<file path="src/rtl/ika2151_lfo_regctl.sv">
// ika2151_lfo_regctl: host-bus register controller for the LFO (regs 0x01, 0x18, 0x19, 0x1B)
module ika2151_lfo_regctl #(
    parameter int BUSY_CYCLES = 64,
    parameter int UPD_CYCLES  = 2
) (
    input  logic       i_EMUCLK,
    input  logic       i_MRST,
    input  logic       i_phi1_NCEN_n,
    input  logic       i_CS_n,
    input  logic       i_WR_n,
    input  logic       i_A0,
    input  logic [7:0] i_D,
    output logic [7:0] o_TEST,
    output logic [7:0] o_LFRQ,
    output logic [6:0] o_AMD,
    output logic [6:0] o_PMD,
    output logic [1:0] o_W,
    output logic [1:0] o_CT,
    output logic       o_LFRQ_UPDATE_n,
    output logic       o_BUSY
);
    typedef enum logic [1:0] {IDLE, PEND, BUSY} state_t;
    state_t      state;
    logic        s;
    logic        a0_h;
    logic [7:0]  d_h;
    logic [2:0]  s_sy;
    logic        ev;
    logic        phi;
    logic        commit;
    logic [7:0]  addr;
    logic [7:0]  c_addr;
    logic [7:0]  c_data;
    logic [7:0]  bcnt;
    logic [3:0]  ucnt;
    assign s      = i_CS_n | i_WR_n;
    assign ev     = s_sy[1] & ~s_sy[2];
    assign phi    = ~i_phi1_NCEN_n;
    assign commit = (state == PEND) & phi;
    // hold bus lines while the strobe is low, then synchronise the strobe and keep one edge-detect stage
    always_ff @(posedge i_EMUCLK or posedge i_MRST) begin
        if (i_MRST) begin
            a0_h <= 1'b0;
            d_h  <= 8'h00;
            s_sy <= 3'b111;
        end else begin
            if (!s) begin
                a0_h <= i_A0;
                d_h  <= i_D;
            end
            s_sy <= {s_sy[1:0], s};
        end
    end
    // address latch, commit buffer and IDLE/PEND/BUSY sequencing with the busy flag
    always_ff @(posedge i_EMUCLK or posedge i_MRST) begin
        if (i_MRST) begin
            state  <= IDLE;
            addr   <= 8'h00;
            c_addr <= 8'h00;
            c_data <= 8'h00;
            bcnt   <= 8'h00;
            o_BUSY <= 1'b0;
        end else begin
            if (ev && !a0_h) addr <= d_h;
            case (state)
                IDLE: if (ev && a0_h) begin
                    c_addr <= addr;
                    c_data <= d_h;
                    state  <= PEND;
                end
                PEND: begin
                    o_BUSY <= 1'b1;
                    if (phi) begin
                        bcnt  <= BUSY_CYCLES[7:0];
                        state <= BUSY;
                    end
                end
                BUSY: if (phi) begin
                    bcnt <= bcnt - 8'd1;
                    if (bcnt == 8'd1) begin
                        state  <= IDLE;
                        o_BUSY <= 1'b0;
                    end
                end
                default: state <= IDLE;
            endcase
        end
    end
    // decode the buffered write into the static configuration registers on the commit edge
    always_ff @(posedge i_EMUCLK or posedge i_MRST) begin
        if (i_MRST) begin
            o_TEST <= 8'h00;
            o_LFRQ <= 8'h00;
            o_AMD  <= 7'h00;
            o_PMD  <= 7'h00;
            o_W    <= 2'b00;
            o_CT   <= 2'b00;
        end else if (commit) begin
            case (c_addr)
                8'h01: o_TEST <= c_data;
                8'h18: o_LFRQ <= c_data;
                8'h19: if (c_data[7]) o_PMD <= c_data[6:0]; else o_AMD <= c_data[6:0];
                8'h1B: begin
                    o_W  <= c_data[1:0];
                    o_CT <= c_data[7:6];
                end
                default: ;
            endcase
        end
    end
    // LFRQ reload strobe: held low for UPD_CYCLES phi1 enables, re-armed by another LFRQ commit
    always_ff @(posedge i_EMUCLK or posedge i_MRST) begin
        if (i_MRST) begin
            o_LFRQ_UPDATE_n <= 1'b1;
            ucnt            <= 4'h0;
        end else if (commit && c_addr == 8'h18) begin
            o_LFRQ_UPDATE_n <= 1'b0;
            ucnt            <= UPD_CYCLES[3:0];
        end else if (!o_LFRQ_UPDATE_n && phi) begin
            ucnt <= ucnt - 4'd1;
            if (ucnt == 4'd1) o_LFRQ_UPDATE_n <= 1'b1;
        end
    end
endmodule
</file>
<file path="config.mk">
export PLATFORM = sky130hd
export DESIGN_NAME = ika2151_lfo_regctl
export DESIGN_NICKNAME = d
export VERILOG_FILES = /design/src/rtl/ika2151_lfo_regctl.sv
export SDC_FILE = /design/constraint.sdc
export NUM_CORES = 1
export LEC_CHECK = 0
export ABC_AREA = 0
export BUFFER_PORTS_ARGS = -buffer_cell sky130_fd_sc_hd__buf_2
export CAP_MARGIN = 20
export CORE_UTILIZATION = 45
export CTS_BUF_LIST = sky130_fd_sc_hd__clkbuf_4 sky130_fd_sc_hd__clkbuf_8
export CTS_CLUSTER_DIAMETER = 100
export DETAILED_ROUTE_END_ITERATION = 10
export GPL_ROUTABILITY_DRIVEN = 0
export PLACE_DENSITY = 0.74
export SLEW_MARGIN = 20
export SYNTH_ARGS = -nofsm -noshare
export SYNTH_HDL_FRONTEND = slang
export SYNTH_SLANG_ARGS = --single-unit
</file>
<file path="constraint.sdc">
create_clock -name i_EMUCLK -period 6.75 [get_ports i_EMUCLK]
set_input_delay 1.0125 -clock i_EMUCLK [delete_from_list [all_inputs] [get_ports i_EMUCLK]]
set_output_delay 1.0125 -clock i_EMUCLK [all_outputs]
set_load 0.05 [all_outputs]
</file>
==> results of run 1 <==
[how the worst min path moves through the flow]
stage | from | to | slack, ns | depth (start not counted)
3_3_place_gp | s_sy[0] | s_sy[1] | 0.35 | 0
3_5_place_dp | s_sy[0] | s_sy[1] | 0.35 | 0
2_1_floorplan | s_sy[0] | s_sy[1] | 0.35 | 0
6_report | s_sy[0] | s_sy[1] | 0.36 | 0
4_1_cts | s_sy[0] | s_sy[1] | 0.36 | 0
5_1_grt | s_sy[0] | s_sy[1] | 0.37 | 0
[per-layer routing]
metal	GRT usage	vias up	wire, µm
met5	0	-	0
met3	0.0360	10	195
li1	-	1003	-
met1	0.241	1064	3090
met2	0.245	37	2840
met4	0.0820	0	89
[sequential cells by signal, indices dropped and copies added (netlist names)]
name	cells
o_BUSY	1
bcnt	8
state	2
a0_h	1
o_W	2
o_TEST	8
c_data	8
d_h	8
c_addr	8
o_CT	2
o_LFRQ_UPDATE_n	1
o_AMD	7
o_PMD	7
ucnt	4
s_sy	3
addr	8
o_LFRQ	8
[power by group through the flow]
stage / Sequential, W / Combinational [W] / Clock, W
after floorplan: 0.000776 / 0.000225 / 0
after global placement: 0.000775 / 0.000294 / 0
after detailed placement: 0.000779 / 0.000310 / 0
after CTS: 0.000772 / 0.000310 / 0.000360
after global routing: 0.000796 / 0.000340 / 0.000382
final: 0.000773 / 0.000306 / 0.000350
[logic make-up (layout without fill, tap and decap cells)]
| family | count (synthesis) | in the layout | share of synthesized area |
|---|---|---|---|
| buffers and inverters | 16 | 74 | 0.0221 |
| multiplexers | 69 | 69 | 0.217 |
| flip-flops | 86 | 86 | 0.605 |
| AND/OR/NAND/NOR | 43 | 43 | 0.0958 |
| adder cells (fa/ha/maj) | 4 | 4 | 0.0140 |
| AO/OA/AOI/OAI | 24 | 24 | 0.0383 |
| XOR/XNOR | 3 | 3 | 0.00737 |
[cell type report]
| class | count | area (µm²) |
|---|---|---|
| sequential | 86 | 2160 |
| fill | 664 | 3590 |
| timing repair buffer | 50 | 256 |
| inverter | 9 | 35.0 |
| tap | 102 | 128 |
| clock buffer | 11 | 145 |
| clock inverter | 4 | 47.5 |
| multi-input combinational | 143 | 1330 |
[worst max-delay path: stages]
cell and delay (ns):
buf_2 0.20, nor3b_4 0.42, and4b_1 0.48, mux2_2 0.37
[metrics by stage]
stage | setup slack (ns) | total power [W] | area [µm²] | hold WS, ns | utilization
finish | 4.49 | 0.00143 | 4100 | 0.362 | 0.533
global route | 4.35 | 0.00152 | 4100 | 0.373 | 0.533
floorplan | 3.52 | 0.00100 | 3560 | 0.345 | -
global placement | 4.17 | 0.00107 | 3900 | 0.346 | 0.507
detailed placement | 4.12 | 0.00109 | 3900 | 0.351 | 0.507
CTS | 4.51 | 0.00144 | 4090 | 0.362 | 0.533
[placed cells by master (no fill, tap or decap), types with 5 or more instances in the layout]
cell,Yosys,final
buf_2,3,49
clkbuf_8,0,10
nor2_1,5,5
nor4_1,5,5
o21ai_0,8,8
mux2_2,67,67
dfrtp_1,82,82
inv_1,9,8
a21oi_1,9,9
==> impl_metrics.yaml, run 1 <==
run_status:
  status: "finished clean"
yosys:
  synthCells: 245
  syn-num-nets: 263
  netlist_top_cells_area: "dfrtp_1 (58%), mux2_2 (21%), dfstp_2 (2.9%)"
  ys_warn_count: 0
  yosys.area.top_type: "dfrtp_1"
  synth_area_mm2: 0.00356
  synth.avg_cell_area_um2: 14.5
  yosysUniqueCellTypes: 43
  yosysSeqAreaShare: 0.605
  netlist_top_cells_count: "dfrtp_1 (82), mux2_2 (67), a21oi_1 (9), inv_1 (9), o21ai_0 (8)"
  synthMostInstantiatedCell: "dfrtp_1"
  synth_flop_cell: "dfrtp_1"
  synth_edf_count: 0
  yosysTopAreaCellShare: 0.576
  async_flop_share: 1.00
  synth_seq_cells: 86
cts:
  numClockSinks: 86
  htree_levels: 3
  path_clk_slew_ns: 0.08
  clkLatencyLatePin_ns: 0.35
  clockBufferDepth: 2
  post_cts_buffers: 0
  ctsHoldBuffers: 0
  cts_resized: 0
  tritoncts: "built"
  numCtsBuffers: 9
  clockRootBuffer: "clkbuf_8"
global_route:
  grt_use_total: 0.169
  grt_pass1_vias: 2124
  antenna_found_initial: 0
  grt_start_max_net_pins: 87
  gr-total-overflow: 0
  grt_pass1_wl_um: 10700
routing:
  antenna_left: 0
  drc: 0
  num_vias: 2114
  routed_wl_um: 6210
  routedWlPerCell_um: 15.3
  drt_pass1_iterations: 6
  vias_per_cell: 5.22
  drtIter0Drc: 87
pwr:
  p_switching_w: 0.000451
  p_int_w: 0.000977
  p_per_area_mw_per_mm2: 349
  leakage_nw: 1.99
  max-vdd-ir-drop_mv: 0.124
  p_comb_frac: 0.214
  power.share.clock: 0.245
  switching_share: 0.316
  power_frac_seq: 0.541
die:
  io_pins: 50
  core_area_mm2: 0.00769
  chipHeight_um: 91
  dieArea_mm2: 0.00828
  die_w_um: 91
  rows: 32
  start_util: 0.464
timing:
  grt_setup_unrepaired: "false"
  timing.setup.tns_ns: 0
  tightestPinTransition_ns: 0.994
  finalMaxSlewViolations: 0
  fmaxAchievable_ghz: 0.442
  min_period_over_period: 0.335
  finalSetupViolations: 0
  hold_viol_final: 0
  min_period_ns: 2.26
  fin_skew_ns: 0.00990
  maxSlewHeadroom: 0.335
layout:
  syn_to_final_growth_pct: 15.0
  drive_gt1_frac: 0.488
  nets: 317
  diodes: 0
  instances_no_fill: 405
setup_path:
  worstSetupEndpoint: "o_AMD[0]"
  worstPathRequired_ns: 6.99
  ff2ff_path_depth: 3
  reg2reg_to: "o_AMD[0]"
  worstSetupPathType: "primary input to flop"
  reg2reg_slack_ns: 4.68
  critPathArrivalTime_ns: 2.50
  crit_start: "i_phi1_NCEN_n"
  r2r-start: "state[0]"
  critPathLaunchType: "primary input"
  end_kind: "flop"
  path_max_fanout: 18
worst_hold_path:
  hold_path_class: "flop to flop"
place:
  place_hpwl_um: 4190
  placed_cells: 390
  port_buffers: 49
job:
  maxCapViolCount: 0
No activity file was read; power rests on OpenSTA's default activity.
==> run 2, diff against run 1 <==
--- a/config.mk
+++ b/config.mk
@@ -13,7 +13,7 @@
 export CTS_CLUSTER_DIAMETER = 100
 export DETAILED_ROUTE_END_ITERATION = 10
 export GPL_ROUTABILITY_DRIVEN = 0
-export PLACE_DENSITY = 0.74
+export PLACE_DENSITY = 0.77
 export SLEW_MARGIN = 20
 export SYNTH_ARGS = -nofsm -noshare
 export SYNTH_HDL_FRONTEND = slang
==> constraint.sdc (replaced) <==
create_clock -name i_EMUCLK -period 1.99 [get_ports i_EMUCLK]
set_input_delay 0.2985 -clock i_EMUCLK [delete_from_list [all_inputs] [get_ports i_EMUCLK]]
set_output_delay 0.2985 -clock i_EMUCLK [all_outputs]
set_load 0.05 [all_outputs]
==> run 2 against run 1 <==
  * Total power rose to 3.4 times the previous value
  * Register-to-register slack worse by 4.5 ns
  * Non-clock buffer count up 6
  * Final cell count up 1.7%
  * Via count up 1.2%
  * First-iteration DRC count up 22%
  * Critical path type is now flop to flop
  * Largest cell class unchanged
  * Die area unchanged
==> impl_metrics.yaml, run 2 (synthesized netlist as in run 1, its figures left out) <==
run_status:
  status: "finished clean"
global_route:
  grt_start_max_net_pins: 47
  grt_pass1_wl_um: 10800
  grt_use_total: 0.173
  antenna_found_initial: 0
  gr-total-overflow: 0
  grt_pass1_vias: 2101
die:
  start_util: 0.464
  core_area_mm2: 0.00769
  die_w_um: 91
  dieArea_mm2: 0.00828
  io_pins: 50
  rows: 32
  chipHeight_um: 91
routing:
  num_vias: 2139
  routedWlPerCell_um: 15.6
  vias_per_cell: 5.19
  drc: 0
  drt_pass1_iterations: 4
  antenna_left: 0
  drtIter0Drc: 106
  routed_wl_um: 6430
layout:
  final_cell_mix: "dfrtp_1 (82), mux2_2 (67), buf_2 (49), a21oi_1 (9), clkbuf_8 (9)"
  stdcell_area_mm2: 0.00416
  drive_gt1_frac: 0.500
  syn_to_final_growth_pct: 16.7
  final_common_cell: "dfrtp_1"
  nets: 323
  diodes: 0
timing:
  grt_setup_unrepaired: "false"
  fmaxAchievable_ghz: 0.544
  min_period_ns: 1.84
  min_period_over_period: 0.924
  tightestPinTransition_ns: 0.607
  finalSetupViolations: 0
  finalMaxSlewViolations: 0
  fin_skew_ns: 0.00775
  timing.setup.tns_ns: 0
  hold_viol_final: 0
  maxSlewHeadroom: 0.594
cts:
  cts_resized: 0
  htree_levels: 3
  clkLatencyLatePin_ns: 0.35
  clockRootBuffer: "clkbuf_8"
  ctsHoldBuffers: 0
  post_cts_buffers: 0
  path_clk_slew_ns: 0.08
  clockBufferDepth: 2
  tritoncts: "built"
  numClockSinks: 86
  numCtsBuffers: 9
setup_path:
  r2r-start: "c_addr[7]"
  end_kind: "flop"
  critPathArrivalTime_ns: 2.08
  path_max_fanout: 7
  worstSetupPathType: "flop to flop"
  ff2ff_path_depth: 3
  worstPathRequired_ns: 2.23
  reg2reg_to: "o_AMD[2]"
  reg2reg_slack_ns: 0.15
  critPathLaunchType: "flop"
pwr:
  p_per_area_mw_per_mm2: 1180
  power_w: 0.00491
  leakage_nw: 2.03
  max-vdd-ir-drop_mv: 0.667
place:
  place_hpwl_um: 4400
  port_buffers: 49
  placed_cell_area_mm2: 0.00396
worst_hold_path:
  hold_path_class: "primary input to async pin"
job:
  maxCapViolCount: 0
[run 2: cell count changes in the layout (fill, tap and decap cells not counted)]
| cell | change |
|---|---|
| clkbuf_8 | -1 |
| clkbuf_4 | +5 |
| clkinv_2 | -3 |
| buf_6 | -1 |
| buf_4 | +6 |
| buf_12 | +1 |
[run 2: final cells by class]
class / instances / area [µm²]
Fill cell: 660 / 3530
Sequential cell: 86 / 2160
Multi-Input combinational cell: 143 / 1330
Timing Repair Buffer: 56 / 310
Clock buffer: 15 / 169
Tap cell: 102 / 128
Inverter: 9 / 37.5
Clock inverter: 1 / 30.0
[run 2: how the worst max path moves through the flow]
stage / from / end / slack, ns / cells after the start
detailed placement: c_addr[7] / o_AMD[2] / 0.15 / 3
CTS: c_addr[7] / o_AMD[2] / 0.14 / 3
global route: state[1] / o_AMD[0] / 0.06 / 3
finish: c_addr[7] / o_AMD[2] / 0.15 / 3
floorplan: state[1] / o_AMD[0] / 0.31 / 5
global placement: c_addr[7] / o_AMD[4] / 0.21 / 3
[run 2: stage by stage]
| step | worst slack [ns] | cells | utilization | hold WS, ns |
|---|---|---|---|---|
| 2_1_floorplan | 0.310 | 245 | - | 0.345 |
| 3_3_place_gp | 0.210 | 396 | 0.515 | 0.347 |
| 3_5_place_dp | 0.152 | 396 | 0.515 | 0.354 |
| 4_1_cts | 0.143 | 412 | 0.541 | 0.00970 |
| 5_1_grt | 0.0612 | 412 | 0.541 | 0.0384 |
| 6_report | 0.151 | 412 | 0.541 | 0.0114 |
[run 2: worst max-delay path, cell delays in order, from the launching register on]
cell     delay (ns)
dfrtp_1        0.42
nor4b_2        0.43
and4b_1        0.49
mux2_2         0.39
[run 2: metal layers]
layer,wire length (µm),global-route usage,up-vias
met5,0,0,-
met4,116,0.0714,0
met3,286,0.0503,10
met2,2940,0.257,46
met1,3090,0.238,1074
li1,-,-,1009
[run 2: power breakdown]
group / leakage (nW) / internal, W / switching (W)
registers: 1.09 / 0.00218 / 0.000435
logic: 0.829 / 0.000526 / 0.000534
clock network: 0.106 / 0.000667 / 0.000564
total: 2.03 / 0.00338 / 0.00153
==> run 3, diff against run 2 <==
--- a/config.mk
+++ b/config.mk
@@ -13,7 +13,7 @@
 export CTS_CLUSTER_DIAMETER = 100
 export DETAILED_ROUTE_END_ITERATION = 10
 export GPL_ROUTABILITY_DRIVEN = 0
-export PLACE_DENSITY = 0.77
+export PLACE_DENSITY = 0.64
 export SLEW_MARGIN = 20
 export SYNTH_ARGS = -nofsm -noshare
 export SYNTH_HDL_FRONTEND = slang
==> run 3 against run 2 <==
  * Total power increased by 1.2%
  * Worst hold slack better by 0.064 ns
  * Sequential power hardly changed
  * Global-route usage decreased by 0.44 points
  * Wire length down 3.1%
  * Cell area increased by 0.51%
  * Sequential share of layout area is 0.26 points lower
  * Utilization rose by 0.28 points
  * Final cell count fell by 0.24%
  * Critical path type unchanged
  * Largest cell class unchanged
==> impl_metrics.yaml, run 3 (synthesized netlist as in run 1, its figures left out) <==
setup_path:
  critPathMaxStageDelay_ns: 0.49
  worstPathRequired_ns: 2.22
  critPathArrivalTime_ns: 2.06
  worstSetupPathType: "flop to flop"
  path_max_fanout: 9
  crit_family: "simple AND/OR/NAND/NOR gates"
  worst-path-buf-inv: 0
  end_kind: "flop"
  slowest_stage: "dfrtp_1"
  worstPathCellList: "nor3b_4 -> and4b_1 -> mux2_2"
  critPathLaunchType: "flop"
cts:
  clockBufferDepth: 2
  tritoncts: "built"
  htree_levels: 3
  numCtsBuffers: 9
  post_cts_buffers: 0
  numClockSinks: 86
  cts_resized: 0
  clockRootBuffer: "clkbuf_8"
  ctsHoldBuffers: 0
  clkLatencyLatePin_ns: 0.34
  path_clk_slew_ns: 0.08
timing:
  fin_skew_ns: 0.0111
  tightestPinTransition_ns: 0.535
  timing.setup.tns_ns: 0
  finalSetupViolations: 0
  hold_viol_final: 0
  fmaxAchievable_ghz: 0.545
  min_period_over_period: 0.921
  maxSlewHeadroom: 0.641
  min_period_ns: 1.83
  finalMaxSlewViolations: 0
  grt_setup_unrepaired: "false"
layout:
  nets: 323
  final_cell_mix: "dfrtp_1 (82), mux2_2 (67), buf_2 (49), a21oi_1 (9), clkbuf_8 (9)"
  syn_to_final_growth_pct: 17.3
  diodes: 0
  drive_gt1_frac: 0.498
  utilization: 0.544
  multi_input_area_mm2: 0.00134
  final_common_cell: "dfrtp_1"
  ff_latch_area_mm2: 0.00216
  instances_no_fill: 411
  fill_cells: 668
routing:
  routed_wl_um: 6240
  routedWlPerCell_um: 15.2
  drc: 0
  vias_per_cell: 5.16
  antenna_left: 0
  num_vias: 2119
  drt_pass1_iterations: 4
  drtIter0Drc: 70
pwr:
  max-vdd-ir-drop_mv: 0.569
  p_per_area_mw_per_mm2: 1190
  p_comb_frac: 0.214
  p_int_w: 0.00344
  p_switching_w: 0.00153
  switching_share: 0.308
  power_frac_seq: 0.525
  power.share.clock: 0.261
  leakage_nw: 2.04
die:
  chipHeight_um: 91
  dieArea_mm2: 0.00828
  rows: 32
  core_area_mm2: 0.00769
  start_util: 0.464
  io_pins: 50
  die_w_um: 91
global_route:
  grt_pass1_vias: 2141
  grt_use_total: 0.169
  antenna_found_initial: 0
  grt_start_max_net_pins: 87
  gr-total-overflow: 0
  grt_pass1_wl_um: 10600
run_status:
  status: "finished clean"
place:
  placed_cells: 396
  port_buffers: 49
  place_hpwl_um: 4270
job:
  maxCapViolCount: 0
worst_hold_path:
  hold_path_class: "primary input to async pin"
run 3: cell count changes in the layout (fill, tap and decap cells not counted), sizes merged:
| cell | before | now |
|---|---|---|
| bufinv | 1 | 2 |
| clkinvlp | 1 | 2 |
| clkinv | 0 | 1 |
| clkbuf | 15 | 11 |
run 3: power groups by stage:
stage / Combinational [W] / Sequential [W] / Clock, W
after floorplan: 0.000764 / 0.00263 / 0
after global placement: 0.00103 / 0.00263 / 0
after detailed placement: 0.00107 / 0.00265 / 0
after CTS: 0.00108 / 0.00261 / 0.00134
after global routing: 0.00119 / 0.00269 / 0.00140
final: 0.00106 / 0.00261 / 0.00129
run 3: final timing paths:
| check | start | endpoint | slack [ns] | cells after the start |
|---|---|---|---|---|
| min reg2reg | s_sy[0] | s_sy[1] | 0.36 | 0 |
| max reg2reg | state[1] | o_AMD[2] | 0.16 | 3 |
| min | i_MRST | o_PMD[3] | 0.08 | 3 |
| max in group asynchronous | i_MRST | s_sy[1] | 1.54 | 3 |
| min in group i_EMUCLK | i_D[4] | d_h[4] | 0.18 | 2 |
| max | state[1] | o_AMD[2] | 0.16 | 3 |
run 3: area by class of cell:
class	instances	share of cell area
inverter	9	0.00898
clock inverter	4	0.0174
multi-input combinational	143	0.320
tap	102	0.0305
clock buffer	11	0.0332
timing repair buffer	56	0.0742
sequential	86	0.516
run 3: worst reg2reg max path, cell delays in order (launching register included):
cell and delay (ns):
dfrtp_1 0.49, nor3b_4 0.37, and4b_1 0.49, mux2_2 0.38
run 3: metrics by stage:
step	area [µm²]	hold slack, ns	worst slack [ns]	power, W
2_1_floorplan	3570	0.345	0.310	0.00340
3_3_place_gp	3960	0.346	0.162	0.00365
6_report	4180	0.0759	0.156	0.00497
4_1_cts	4170	0.0874	0.112	0.00503
5_1_grt	4180	0.109	0.0201	0.00528
3_5_place_dp	3960	0.350	0.110	0.00372
run 3: routing by layer:
| layer | share of wire | track usage | up-vias | wire length, µm |
|---|---|---|---|---|
| li1 | - | - | 1011 | - |
| met1 | 0.51 | 0.239 | 1059 | 3160 |
| met2 | 0.44 | 0.249 | 38 | 2740 |
| met3 | 0.032 | 0.0343 | 11 | 202 |
| met4 | 0.021 | 0.0794 | 0 | 131 |
| met5 | 0 | 0 | - | 0 |
